==> config.mk <==
export PLATFORM = sky130hd
export DESIGN_NAME = lc3_io_controller
export DESIGN_NICKNAME = d
export VERILOG_FILES = /design/src/rtl/lc3_io_controller.sv
export SDC_FILE = /design/constraint.sdc
export NUM_CORES = 1
export LEC_CHECK = 0
export ABC_AREA = 1
export ABC_CLOCK_PERIOD_IN_PS = 2250
export BUFFER_PORTS_ARGS = -buffer_cell sky130_fd_sc_hd__buf_2
export CAP_MARGIN = 25
export CORE_MARGIN = 1
export CORE_UTILIZATION = 30
export DETAILED_ROUTE_END_ITERATION = 8
export HOLD_SLACK_MARGIN = 0.05
export PLACE_DENSITY = 0.53
export SLEW_MARGIN = 25
export SYNTH_ARGS = -nofsm -noshare
export SYNTH_HDL_FRONTEND = slang
export SYNTH_SLANG_ARGS = --single-unit
==> constraint.sdc <==
create_clock -name clk -period 2.25 [get_ports clk]
set_clock_uncertainty 0.15 [all_clocks]
set_input_delay 0.1125 -clock clk [delete_from_list [all_inputs] [get_ports clk]]
set_output_delay 0.1125 -clock clk [all_outputs]
set_load 0.03 [all_outputs]
==> src/rtl/lc3_io_controller.sv <==
// LC-3 keyboard/display device registers (KBSR/KBDR/DSR/DDR) with a keystroke
// FIFO, a one-character display handshake and a prioritised interrupt request.
module lc3_io_controller #(
  parameter int         FIFO_DEPTH = 4,
  parameter logic [2:0] KBD_PRIO   = 3'd4,
  parameter logic [7:0] KBD_VEC    = 8'h80,
  parameter logic [2:0] DSP_PRIO   = 3'd3,
  parameter logic [7:0] DSP_VEC    = 8'h81
) (
  input  logic        clk,
  input  logic        rst,
  input  logic        ldKBSR,
  input  logic [15:0] KBSRo,
  input  logic        rdKBDR,
  input  logic        ldDDR,
  input  logic [15:0] DDR,
  input  logic        ldDSR,
  input  logic [15:0] DSRo,
  output logic [15:0] KBDR,
  output logic [15:0] KBSRi,
  output logic [15:0] DSRi,
  input  logic        key_valid,
  input  logic [7:0]  key_data,
  output logic        key_ready,
  output logic        disp_valid,
  output logic [7:0]  disp_data,
  input  logic        disp_ready,
  output logic        IRQ,
  output logic [2:0]  INTP,
  output logic [7:0]  INTV
);

  localparam int          AW      = (FIFO_DEPTH > 1) ? $clog2(FIFO_DEPTH) : 1;
  localparam logic [AW:0] DEPTH_C = (AW + 1)'(FIFO_DEPTH);
  localparam logic [AW:0] LAST_C  = (AW + 1)'(FIFO_DEPTH - 1);

  typedef enum logic {DSP_IDLE, DSP_BUSY} dsp_state_t;

  logic [7:0]  fifo_mem [FIFO_DEPTH];
  logic [AW:0] rd_ptr_reg, wr_ptr_reg, count_reg;
  logic        kb_ie_reg;
  logic        fifo_empty, fifo_full, push, pop;

  dsp_state_t  dsp_state_reg, dsp_state_next;
  logic [7:0]  disp_data_reg, disp_data_next;
  logic        overrun_reg, overrun_next;
  logic        dsp_ie_reg;
  logic        dsp_ready;

  logic        irq_reg;
  logic [2:0]  intp_reg;
  logic [7:0]  intv_reg;
  logic        kreq, dreq;

  logic        unused_bits;
  assign unused_bits = ^{KBSRo[15], KBSRo[13:0], DDR[15:8], DSRo[15], DSRo[13:1]};

  // Keyboard FIFO
  assign fifo_empty = (count_reg == '0);
  assign fifo_full  = (count_reg == DEPTH_C);
  assign key_ready  = !fifo_full;
  assign push       = key_valid && !fifo_full;
  assign pop        = rdKBDR && !fifo_empty;

  always_ff @(posedge clk) begin
    if (push) begin
      fifo_mem[wr_ptr_reg[AW-1:0]] <= key_data;
    end
  end

  always_ff @(posedge clk) begin
    if (rst) begin
      rd_ptr_reg <= '0;
      wr_ptr_reg <= '0;
      count_reg  <= '0;
      kb_ie_reg  <= 1'b0;
    end else begin
      if (push) begin
        wr_ptr_reg <= (wr_ptr_reg == LAST_C) ? '0 : wr_ptr_reg + 1'b1;
      end
      if (pop) begin
        rd_ptr_reg <= (rd_ptr_reg == LAST_C) ? '0 : rd_ptr_reg + 1'b1;
      end
      case ({push, pop})
        2'b10:   count_reg <= count_reg + 1'b1;
        2'b01:   count_reg <= count_reg - 1'b1;
        default: count_reg <= count_reg;
      endcase
      if (ldKBSR) begin
        kb_ie_reg <= KBSRo[14];
      end
    end
  end

  assign KBDR  = fifo_empty ? 16'h0000 : {8'h00, fifo_mem[rd_ptr_reg[AW-1:0]]};
  assign KBSRi = {!fifo_empty, kb_ie_reg, 14'b0};

  // Display state machine
  always_ff @(posedge clk) begin
    if (rst) begin
      dsp_state_reg <= DSP_IDLE;
      disp_data_reg <= 8'h00;
      overrun_reg   <= 1'b0;
      dsp_ie_reg    <= 1'b0;
    end else begin
      dsp_state_reg <= dsp_state_next;
      disp_data_reg <= disp_data_next;
      overrun_reg   <= overrun_next;
      if (ldDSR) begin
        dsp_ie_reg <= DSRo[14];
      end
    end
  end

  always_comb begin
    dsp_state_next = dsp_state_reg;
    disp_data_next = disp_data_reg;
    overrun_next   = overrun_reg;
    if (ldDSR && !DSRo[0]) begin
      overrun_next = 1'b0;
    end
    // A dropped write sets overrun even if software clears it in the same cycle.
    case (dsp_state_reg)
      DSP_IDLE: begin
        if (ldDDR) begin
          dsp_state_next = DSP_BUSY;
          disp_data_next = DDR[7:0];
        end
      end
      DSP_BUSY: begin
        if (disp_ready) begin
          dsp_state_next = DSP_IDLE;
        end
        if (ldDDR) begin
          overrun_next = 1'b1;
        end
      end
      default: dsp_state_next = DSP_IDLE;
    endcase
  end

  assign dsp_ready  = (dsp_state_reg == DSP_IDLE);
  assign disp_valid = (dsp_state_reg == DSP_BUSY);
  assign disp_data  = disp_data_reg;
  assign DSRi       = {dsp_ready, dsp_ie_reg, 13'b0, overrun_reg};

  // Interrupt request, keyboard has priority
  assign kreq = !fifo_empty && kb_ie_reg;
  assign dreq = dsp_ready && dsp_ie_reg;

  always_ff @(posedge clk) begin
    if (rst) begin
      irq_reg  <= 1'b0;
      intp_reg <= 3'd0;
      intv_reg <= 8'h00;
    end else if (kreq) begin
      irq_reg  <= 1'b1;
      intp_reg <= KBD_PRIO;
      intv_reg <= KBD_VEC;
    end else if (dreq) begin
      irq_reg  <= 1'b1;
      intp_reg <= DSP_PRIO;
      intv_reg <= DSP_VEC;
    end else begin
      irq_reg  <= 1'b0;
      intp_reg <= 3'd0;
      intv_reg <= 8'h00;
    end
  end

  assign IRQ  = irq_reg;
  assign INTP = intp_reg;
  assign INTV = intv_reg;

endmodule

# After elaboration in Yosys (flattened, before gate mapping)
# Memories as Yosys holds them, arrays and structs flattened. A register that Yosys moved wholly into a read port is not among the register bits.
# Index checks and enable logic that the tools add are counted.
# op_classes
add_sub_neg	4
n_eq_ne	5
muxes	20
bitwise_logic	1
n_reduce_logical	12
# ops
cell	count
$mux W8	3
$add A3 B1 Y3 const B	3
$mux W1	9
$mux W3	3
$eq A3 B2 Y1 const B	2
$mux W2	3
$pmux W3 S2	1
$logic_and A1 B1 Y1	5
$eq A3 B3 Y1 const B	1
$logic_not A1 Y1	3
$logic_not A3 Y1	1
$sub A3 B1 Y3 const B	1
$eq A2 B1 Y1 const B	1
$eq A2 B2 Y1 const B	1
$pmux W1 S2	1
$reduce_and A2 Y1	1
$reduce_bool A2 Y1	1
$reduce_or A2 Y1	1
$not A1 Y1	1
# word_totals
regBits	33
ramBits	32
in_bits	64
output_inout_bits	70
elab_cells	56
mem_count	1
# memory_table
name	words	width	rd	rd_ports_with_merged_regs	write_ports	line	source
fifo_mem	4	8	1	1	1	39	logic [7:0] fifo_mem [FIFO_DEPTH];

# Depth between registers and ports, before layout
# Gate-level depths: netlist (run 1).
# logic_depth
depth_word	5
mapped_depth	13
ltp_nobuf	13

# Least setup slack after synthesis (run 1)
# No wires, ideal clock.
# synth_path
path_kind	register to register
startpoint	reg count_reg[0]
endpoint	reg count_reg[2]
setup_time_ns	0.110
arrival_ns	1.668
t_required_ns	1.990
slack_ns	0.322
path_stages_with_launch	13
path_buffers	0
synth_period_minus_slack_ns	1.928
path_cell_list	dfxtp_1 > nor2_2 > nand2_2 > nand2_1 > ha_1 > inv_1 > fa_1 > inv_1 > nand2_1 > nand3_1 > nand2_1 > inv_1 > nor2_1
# synth_via
elab_chain_cells	5
elab_cells_between_ends	12
cone_classes	2 x add/sub; 3 x eq/ne; 1 x mux; 6 x reduce/logical
# synth_rtl
item	line	source
start, declared	40	logic [AW:0] rd_ptr_reg, wr_ptr_reg, count_reg;
start signal, assigned	85	2'b10: count_reg <= count_reg + 1'b1;
start signal, assigned	86	2'b01: count_reg <= count_reg - 1'b1;
start signal, assigned	87	default: count_reg <= count_reg;
$eq A3 B3 Y1 *	60	assign fifo_full = (count_reg == DEPTH_C);
$logic_not A1 Y1 *	n/a	
named net key_ready	24	output logic key_ready,
$logic_and A1 B1 Y1 *	62	assign push = key_valid && !fifo_full;
$eq A2 B1 Y1 or $eq A2 B2 Y1 (tied branches)	84	case ({push, pop})
$pmux W3 S2 or $reduce_bool A2 Y1 (tied branches)	n/a	
# The timed path passes the listed nets; every way through them passes the cells marked *.
# A chain may end at the register's enable or synchronous reset.

# Worst setup path in the final report (run 1)
# layout_path
startpoint	reg count_reg[0]
endpoint	reg count_reg[2]
# layout_via
elab_chain_cells	5
elab_cells_between_ends	12
cone_classes	2 x add/sub; 3 x eq/ne; 1 x mux; 6 x reduce/logical
# layout_rtl
item	line
$eq A3 B3 Y1 or $logic_not A3 Y1 (tied branches)	60, 59
$logic_not A1 Y1, on equally long branches	62, 63
$logic_and A1 B1 Y1, on equally long branches	62, 63
$eq A2 B1 Y1 or $eq A2 B2 Y1 (tied branches)	84
$pmux W3 S2 or $reduce_bool A2 Y1 (tied branches)	n/a
# Several ways; a longest one is shown, not always the timed one.

==> metrics.txt, run 1 <==
drt drc=4; failing checks=design-rule violations; Synth Area in XOR/XNOR=0%; first-pass iteration count of the detailed router=8; vias in the first global route=1901; CTS tree=done; Worst-Margin Slew=0.592 ns; Worst Setup Start Kind=register; max cap viols=0; setup tns final=0 ns; most frequent cells in the layout=buf_2 (55), nand2_1 (51), nor2_1 (42), conb_1 (41), edfxtp_1 (32); CTS sink cnt=58; most common cell after layout, fill and taps aside=buf_2; CTS Buffer Depth=2; Max H-tree Level=3; Cells after DPL=450; synth-to-layout area growth=21.7%; Via Count=2019; GRT Util Overall=11.5%; final setup fails=0; compound-gate portion of the synthesized area=7.13%; Root Driver=clkbuf_8; CP max FO=7; WHS=0.172 ns; Tmin final=2.01 ns; Pleak=1.59 nW; max FFs per register=32; grt total ovfl=0; Num CTS Buffers=9; initial antenna violation count=0; Finished Layout Cells=492; post-route ant nets=0; fmax=0.498 GHz; mean post-synth cell area=9.34 sq um; Vias/cell=4.10; Die H=98.2 um; CP required=2.32 ns; Critical Path Sink Type=register; outcome=complete, but fails checks; IO Pins=134; Synth Area in Adders=3.43%; Peak VDD IR=0.522 mV; pwr/cell area=1040 mW/mm^2; post-route setup slack=0.243 ns; Final Hold Viols=0; Min-Delay Path Class=primary input to register; Post-Syn Area=0.00277 sq mm; distinct cell type count after synthesis=23; DIE AREA=0.00964 sq mm; share of cells above drive strength 1=21.6%; nets@finish=450; worst rel slew slack=60.5%; final slew viol count=0; Die W=98.2 um; Starting Density=31.3%; wire length of the first global-routing pass=8.65 mm; post-synthesis simple-gate area fraction=16.3%; WL final=5.26 mm; DRT iter0 DRCs=66; DP Worst Slack=0.275 ns; placed cell areas=0.00293 sq mm; sequential share of the synthesized area=53.4%; largest net degree at the start of global routing=22; clk slew on worst S/H paths=0.07 ns; core area=0.00885 sq mm; Final Cell Area=0.00337 sq mm; Seq cells post-synth=58; dpl hpwl=3.46 mm; crit path kind=register to register; largest family of logic cells by synthesized area=buffers and inverters; drt wl/cell=10.7 um; data arrival time of the critical path=2.08 ns; clock latency on the worst-skew pair=0.33 ns; Port Buf Inserts=55; mux cell area share after synthesis=0%; Post-Synthesis Cells=297; PostCTS Resize Cnt=0; RSZ-0062 raised after global routing=no; row count=34; Yosys warnings=0; gpl congestion=0.708; n_diodes=0; Final Cycle Share=89.2%
## cells by family (layout without fill, tap and decap cells)
logic type      Yosys count  after routing
compound gates           39             39
fa+ha+maj                 7              7
other cells               1             41
simple gates            111            111
flops                    58             58
buf+inv                  81            128
## cell usage after synthesis
cell type	instances	share of area, %
nor2_1	42	5.7
fa_1	1	0.72
o21a_1	1	0.27
dfxtp_1	26	19
buf_12	2	1.4
conb_1	1	0.14
edfxtp_1	32	35
o21ai_0	19	3.4
nand4_1	1	0.23
clkbuf_8	1	0.50
o21ai_1	2	0.36
nand2_2	4	0.90
buf_6	1	0.41
inv_2	1	0.14
inv_8	1	0.41
a21oi_1	17	3.1
buf_4	48	13
nand3_1	8	1.4
buf_2	2	0.36
nand2_1	51	6.9
ha_1	6	2.7
nor2_2	5	1.1
inv_1	25	3.4
## worst max-delay path: stages (launching register included)
cell and delay (ns):
dfxtp_1 0.33, nor2_2 0.16, nand2_2 0.12, nand2_1 0.17, ha_1 0.21, inv_1 0.07, fa_1 0.38, inv_1 0.06
nand2_1 0.06, nand3_1 0.06, nand2_1 0.05, inv_1 0.04, nor2_1 0.03
## area by class of cell
| cell class | instances | area, sq um |
|---|---|---|
| clock buffer | 10 | 128 |
| clock inverter | 6 | 57.6 |
| fill | 872 | 5470 |
| inverter | 27 | 109 |
| multi-input combinational | 198 | 898 |
| sequential | 58 | 1480 |
| tap | 108 | 135 |
| timing repair buffer | 85 | 566 |
## report_power, final
group          internal, mW  switching (mW)  leakage [nW]
Combinational         0.363           0.931         0.992
Clock                 0.501           0.396        0.0874
Sequential             1.25          0.0620         0.508
Total                  2.12            1.39          1.59
## worst paths after layout
path	endpoint	slack (ns)	cells after the start	from
max reg2reg	count_reg[2]	0.24	12	count_reg[0]
min	disp_data[7]	0.17	4	ldDDR
max	count_reg[2]	0.24	12	count_reg[0]
min reg2reg	rd_ptr_reg[2]	0.30	2	rd_ptr_reg[2]
## timing repair
| action | in CTS | in global routing |
|---|---|---|
| endpoints found under the hold margin | 54 | 0 |
| hold buffers | 26 | 0 |
| buffers inserted | 0 | 0 |
## per-layer routing
layer	wire length, um	global-route usage [%]	vias to the layer above	part of all wire [%]
met1	2260	12.6	915	43
li1	-	-	1024	-
met5	0	0	-	0
met3	389	5.94	5	7.4
met4	42	2.07	0	0.80
met2	2570	19.9	75	49
## per-stage QoR
stage / util [%] / total power [mW]
2_1_floorplan: - / 2.39
3_5_place_dp: 33.1 / 2.61
3_3_place_gp: 33.1 / 2.58
4_1_cts: 38.1 / 3.56
6_report: 38.1 / 3.51
5_1_grt: 38.1 / 3.75
Note: power is estimated with default switching activity, not from simulation.
==> run 2, diff against run 1 <==
--- a/config.mk
+++ b/config.mk
@@ -6,14 +6,14 @@
 export NUM_CORES = 1
 export LEC_CHECK = 0
 export ABC_AREA = 1
-export ABC_CLOCK_PERIOD_IN_PS = 2250
+export ABC_CLOCK_PERIOD_IN_PS = 1830
 export BUFFER_PORTS_ARGS = -buffer_cell sky130_fd_sc_hd__buf_2
 export CAP_MARGIN = 25
 export CORE_MARGIN = 1
 export CORE_UTILIZATION = 30
 export DETAILED_ROUTE_END_ITERATION = 8
 export HOLD_SLACK_MARGIN = 0.05
-export PLACE_DENSITY = 0.53
+export PLACE_DENSITY = 0.55
 export SLEW_MARGIN = 25
 export SYNTH_ARGS = -nofsm -noshare
 export SYNTH_HDL_FRONTEND = slang
==> constraint.sdc (replaced) <==
create_clock -name clk -period 1.83 [get_ports clk]
set_clock_uncertainty 0.15 [all_clocks]
set_input_delay 0.0915 -clock clk [delete_from_list [all_inputs] [get_ports clk]]
set_output_delay 0.0915 -clock clk [all_outputs]
set_load 0.03 [all_outputs]
==> metrics.txt, run 2 (same netlist as run 1, synthesis figures left out) <==
grt total ovfl=0 (unchanged); largest net degree at the start of global routing=22 (unchanged); setup tns final=0 ns (unchanged); Final Util=40.4% (+2.3 points); share of cells above drive strength 1=28.5% (+6.9 points); synth-to-layout area growth=29.0%; most frequent cells in the layout=nand2_1 (48), buf_2 (47), nor2_1 (42), conb_1 (41), edfxtp_1 (32); Pleak=1.64 nW (+3.6%); Worst-Margin Slew=0.576 ns (-0.0159 ns); IO Pins=134 (unchanged); Root Driver=clkbuf_8; failing checks=design-rule violations; GRT Util Overall=11.9% (+0.48 points); core area=0.00885 sq mm (unchanged); Critical Path Max Stage Delay=0.37 ns (about the same); DIE AREA=0.00964 sq mm (unchanged); CTS tree=done; worst rel slew slack=61.5% (+1.1 points); data arrival time of the critical path=1.84 ns (-0.24 ns); clk slew on worst S/H paths=0.06 ns (about the same); Critical Path Sink Type=register; initial antenna violation count=0 (unchanged); worst-path cell with the longest stage delay=fa_2; dpl hpwl=3.51 mm (+1.5%); post-route setup slack=0.0617 ns (-0.181 ns); Vias/cell=4.07 (-0.92%); nets@finish=459 (+2.0%); final slew viol count=0 (unchanged); drt drc=7 (+3); Max H-tree Level=3 (unchanged); Final Hold Viols=0 (unchanged); CTS Buffer Depth=2 (unchanged); crit path kind=register to register; final setup fails=0 (unchanged); Final Cycle Share=96.6% (+7.4 points); DRT iter0 DRCs=59 (-11%); row count=34 (unchanged); CP cell instances=nor2_4 > nand2_4 > nand2_4 > ha_4 > inv_2 > fa_2 > inv_2 > nand2_2 > nand3_2 > nand2_1 > inv_1 > nor2_1; Peak VDD IR=0.516 mV (-1.2%); CP required=1.90 ns (-0.42 ns); DP Worst Slack=-0.00995 ns (-0.285 ns); drt wl/cell=10.7 um (-0.30%); fmax=0.566 GHz (+14%); wire length of the first global-routing pass=8.90 mm (+2.9%); Die W=98.2 um (unchanged); Min-Delay Path Class=primary input to register; max FFs per register=32 (unchanged); Worst Setup Start Kind=register; gpl congestion=0.744 (+5.0%); pwr/cell area=1340 mW/mm^2 (+29%); RSZ-0062 raised after global routing=yes; vias in the first global route=1913 (+0.63%); CTS sink cnt=58 (unchanged); WL final=5.34 mm (+1.5%); outcome=complete, but fails checks; clock latency on the worst-skew pair=0.33 ns (about the same); Via Count=2037 (+0.89%); n_diodes=0 (unchanged); most common cell after layout, fill and taps aside=nand2_1; Port Buf Inserts=55 (unchanged); Num CTS Buffers=9 (unchanged); post-route ant nets=0 (unchanged); placed cell areas=0.00298 sq mm (+1.9%); Tmin final=1.77 ns (-0.239 ns); first-pass iteration count of the detailed router=9 (+1); Die H=98.2 um (unchanged); CP max FO=3 (-4); Starting Density=31.3% (unchanged); max cap viols=0 (unchanged); Final Cell Area=0.00358 sq mm (+6.0%)
## run 2: changes by cell type in the layout (fill, tap and decap cells not counted), moves of 5 or more
cell	delta
a21oi_2	+5
buf_2	-8
inv_1	-5
buf_4	+13
a21oi_1	-6
## run 2: report_power, final
group | switching [mW] | internal (mW) | leakage, nW
Combinational | 1.29 | 0.756 | 1.04
Sequential | 0.0885 | 1.55 | 0.509
Clock | 0.493 | 0.625 | 0.0909
Total | 1.87 | 2.93 | 1.64
## run 2: final timing paths
path	slack, ns	cells after the start	startpoint	to
worst max-delay path	0.06	12	count_reg[1]	count_reg[2]
worst min-delay path	0.16	4	ldDDR	disp_data[3]
worst max register to register	0.06	12	count_reg[1]	count_reg[2]
worst min register to register	0.31	2	rd_ptr_reg[2]	rd_ptr_reg[2]
## run 2: cell type report
class                      count  area [sq um]
sequential                    58          1490
tap                          108           135
timing repair buffer          94           677
fill                         907          5270
clock inverter                 5          55.1
inverter                      27           116
multi-input combinational    198           976
clock buffer                  11           131
## run 2: worst max-delay path, delay by kind of cell (launching register included)
kind | cells | cell delay, ns
AND/OR/NAND/NOR | 7 | 0.50
flip-flops | 1 | 0.34
buffers and inverters | 3 | 0.16
adder cells (fa/ha/maj) | 2 | 0.51
## run 2: what timing repair did
item / CTS / global route
gates resized for setup: 18 / 14
endpoints found under the hold margin: 52 / 0
pin swaps: 1 / 4
hold buffers: 26 / 0
buffers inserted: 0 / 5
setup endpoints to repair: 9 / 10
## run 2: through the flow
| stage | power (mW) | cells | hold slack (ns) |
|---|---|---|---|
| global route | 5.11 | 501 | 0.189 |
| finish | 4.80 | 501 | 0.159 |
| detailed placement | 3.29 | 454 | 0.148 |
| global placement | 3.27 | 454 | 0.146 |
| floorplan | 2.99 | 337 | 0.0106 |
| CTS | 4.64 | 496 | 0.137 |
## run 2: per-layer routing
layer / global-route usage, % / wire length (um) / share of wire [%]
met5: 0 / 0 / 0
met2: 20.2 / 2630 / 49
met3: 4.94 / 372 / 7.0
met4: 4.48 / 30 / 0.56
met1: 13.5 / 2310 / 43
==> run 3, diff against run 2 <==
--- a/config.mk
+++ b/config.mk
@@ -11,10 +11,10 @@
 export CAP_MARGIN = 25
 export CORE_MARGIN = 1
 export CORE_UTILIZATION = 30
+export CTS_BUF_LIST = sky130_fd_sc_hd__clkbuf_8
 export DETAILED_ROUTE_END_ITERATION = 8
 export HOLD_SLACK_MARGIN = 0.05
 export PLACE_DENSITY = 0.55
-export SLEW_MARGIN = 25
 export SYNTH_ARGS = -nofsm -noshare
 export SYNTH_HDL_FRONTEND = slang
 export SYNTH_SLANG_ARGS = --single-unit
==> metrics.txt, run 3 (same netlist as run 1, synthesis figures left out) <==
IO Pins=134 (unchanged); DRT iter0 DRCs=61 (+3.4%); grt met2 use=20.2% (unchanged); Worst Setup Start Kind=register; Final Util=40.4% (unchanged); Worst-Margin Slew=0.576 ns (-0.000147 ns); CTS sink cnt=58 (unchanged); WL final=5.34 mm (unchanged); worst rel slew slack=61.6% (about the same); Peak VDD IR=0.516 mV (about the same); share of cells above drive strength 1=28.5% (unchanged); Critical path buffers and inverters=3 (unchanged); gpl congestion=0.744 (unchanged); Fillers=907 (unchanged); drt drc=7 (unchanged); Num CTS Buffers=9 (unchanged); first-pass iteration count of the detailed router=9 (unchanged); core area=0.00885 sq mm (unchanged); Min-Delay Path Class=primary input to register; Tmin final=1.77 ns (+0.000502 ns); CTS Buffer Depth=2 (unchanged); fmax=0.565 GHz (about the same); most common cell after layout, fill and taps aside=nand2_1; clk slew on worst S/H paths=0.06 ns (about the same); GRT Util Overall=11.9% (unchanged); crit path kind=register to register; RSZ-0062 raised after global routing=yes; Root Driver=clkbuf_8; wire length of the first global-routing pass=8.90 mm (unchanged); CTS tree=done; largest net degree at the start of global routing=22 (unchanged); M3 GR Usage=4.94% (unchanged); final slew viol count=0 (unchanged); Top delay family on crit path=adder cells; most frequent cells in the layout=nand2_1 (48), buf_2 (47), nor2_1 (42), conb_1 (41), edfxtp_1 (32); vias in the first global route=1913 (unchanged); CP max FO=3 (unchanged); synth-to-layout area growth=29.0% (unchanged); grt total ovfl=0 (unchanged); worst-path cell with the longest stage delay=fa_2; Final Hold Viols=0 (unchanged); global route hottest layer=met2; max cap viols=0 (unchanged); initial antenna violation count=0 (unchanged); nets@finish=459 (unchanged); CP required=1.90 ns (about the same); clock latency on the worst-skew pair=0.33 ns (about the same); Tot Pwr=4.79 mW (-0.25%); DIE AREA=0.00964 sq mm (unchanged); drt wl/cell=10.7 um (unchanged); Die W=98.2 um (unchanged); pwr/cell area=1340 mW/mm^2 (-0.25%); Vias/cell=4.07 (about the same); setup tns final=0 ns (unchanged); Die H=98.2 um (unchanged); Final Cycle Share=96.7% (about the same); post-route ant nets=0 (unchanged); Via Count=2038 (+0.049%); row count=34 (unchanged); outcome=complete, but fails checks; data arrival time of the critical path=1.84 ns (about the same); Pleak=1.65 nW (+0.50%); dpl hpwl=3.51 mm (unchanged); Critical Path Sink Type=register; Max H-tree Level=3 (unchanged); failing checks=design-rule violations; n_diodes=0 (unchanged); final setup fails=0 (unchanged); Port Buf Inserts=55 (unchanged); CP cell instances=nor2_4 > nand2_4 > nand2_4 > ha_4 > inv_2 > fa_2 > inv_2 > nand2_2 > nand3_2 > nand2_1 > inv_1 > nor2_1; Critical Path Max Stage Delay=0.37 ns (about the same); met1 usage=13.5% (unchanged); Starting Density=31.3% (unchanged); max FFs per register=32 (unchanged)
-- run 3: cell count changes in the layout (fill, tap and decap cells not counted), sizes merged --
cell / previous run / this run
clkbuf: 11 / 9
inv: 25 / 27
-- run 3: worst paths after layout --
path                                    start            end  slack [ns]  cells past startpoint
worst max-delay path             count_reg[1]   count_reg[2]        0.06                     12
worst min-delay path                    ldDDR   disp_data[3]        0.16                      4
worst max register to register   count_reg[1]   count_reg[2]        0.06                     12
worst min register to register  rd_ptr_reg[2]  rd_ptr_reg[2]        0.31                      2
-- run 3: metrics by stage --
step	instance area (sq um)	setup WS [ns]	std cells	hold WS, ns
detailed placement	2980	-0.00995	454	0.148
CTS	3480	-0.00415	496	0.137
global route	3580	-0.0718	501	0.189
global placement	2980	0.0265	454	0.146
finish	3580	0.0612	501	0.159
floorplan	2950	0.00216	337	0.0106
-- run 3: worst min-delay path: cells and delay by family --
kind	cells	cell delay, ns
simple gates	2	0.28
buf+inv	1	0.11
compound gates	1	0.11
-- run 3: layout make-up --
class | count | area (sq um) | share of cell area (%)
Clock buffer | 9 | 124 | 3.46
Inverter | 27 | 116 | 3.25
Sequential cell | 58 | 1490 | 41.6
Tap cell | 108 | 135 | 3.78
Clock inverter | 7 | 62.6 | 1.75
Timing Repair Buffer | 94 | 677 | 18.9
Multi-Input combinational cell | 198 | 976 | 27.3
-- run 3: per-layer routing --
layer | vias to the layer above | wire length [um]
li1 | 1044 | -
met1 | 916 | 2290
met2 | 76 | 2660
met3 | 2 | 374
met4 | 0 | 16
met5 | - | 0
-- run 3: what timing repair did --
item	4_1_cts	5_1_grt
setup buffers	0	5
resized for setup	18	14
hold buffers	26	0
pin swaps	1	4
hold endpoints to repair	52	0
setup endpoints to repair	9	10
-- run 3: power breakdown --
part | internal [mW] | switching (mW)
Clock | 0.613 | 0.493
Combinational | 0.756 | 1.29
Sequential | 1.55 | 0.0885
Total | 2.92 | 1.87
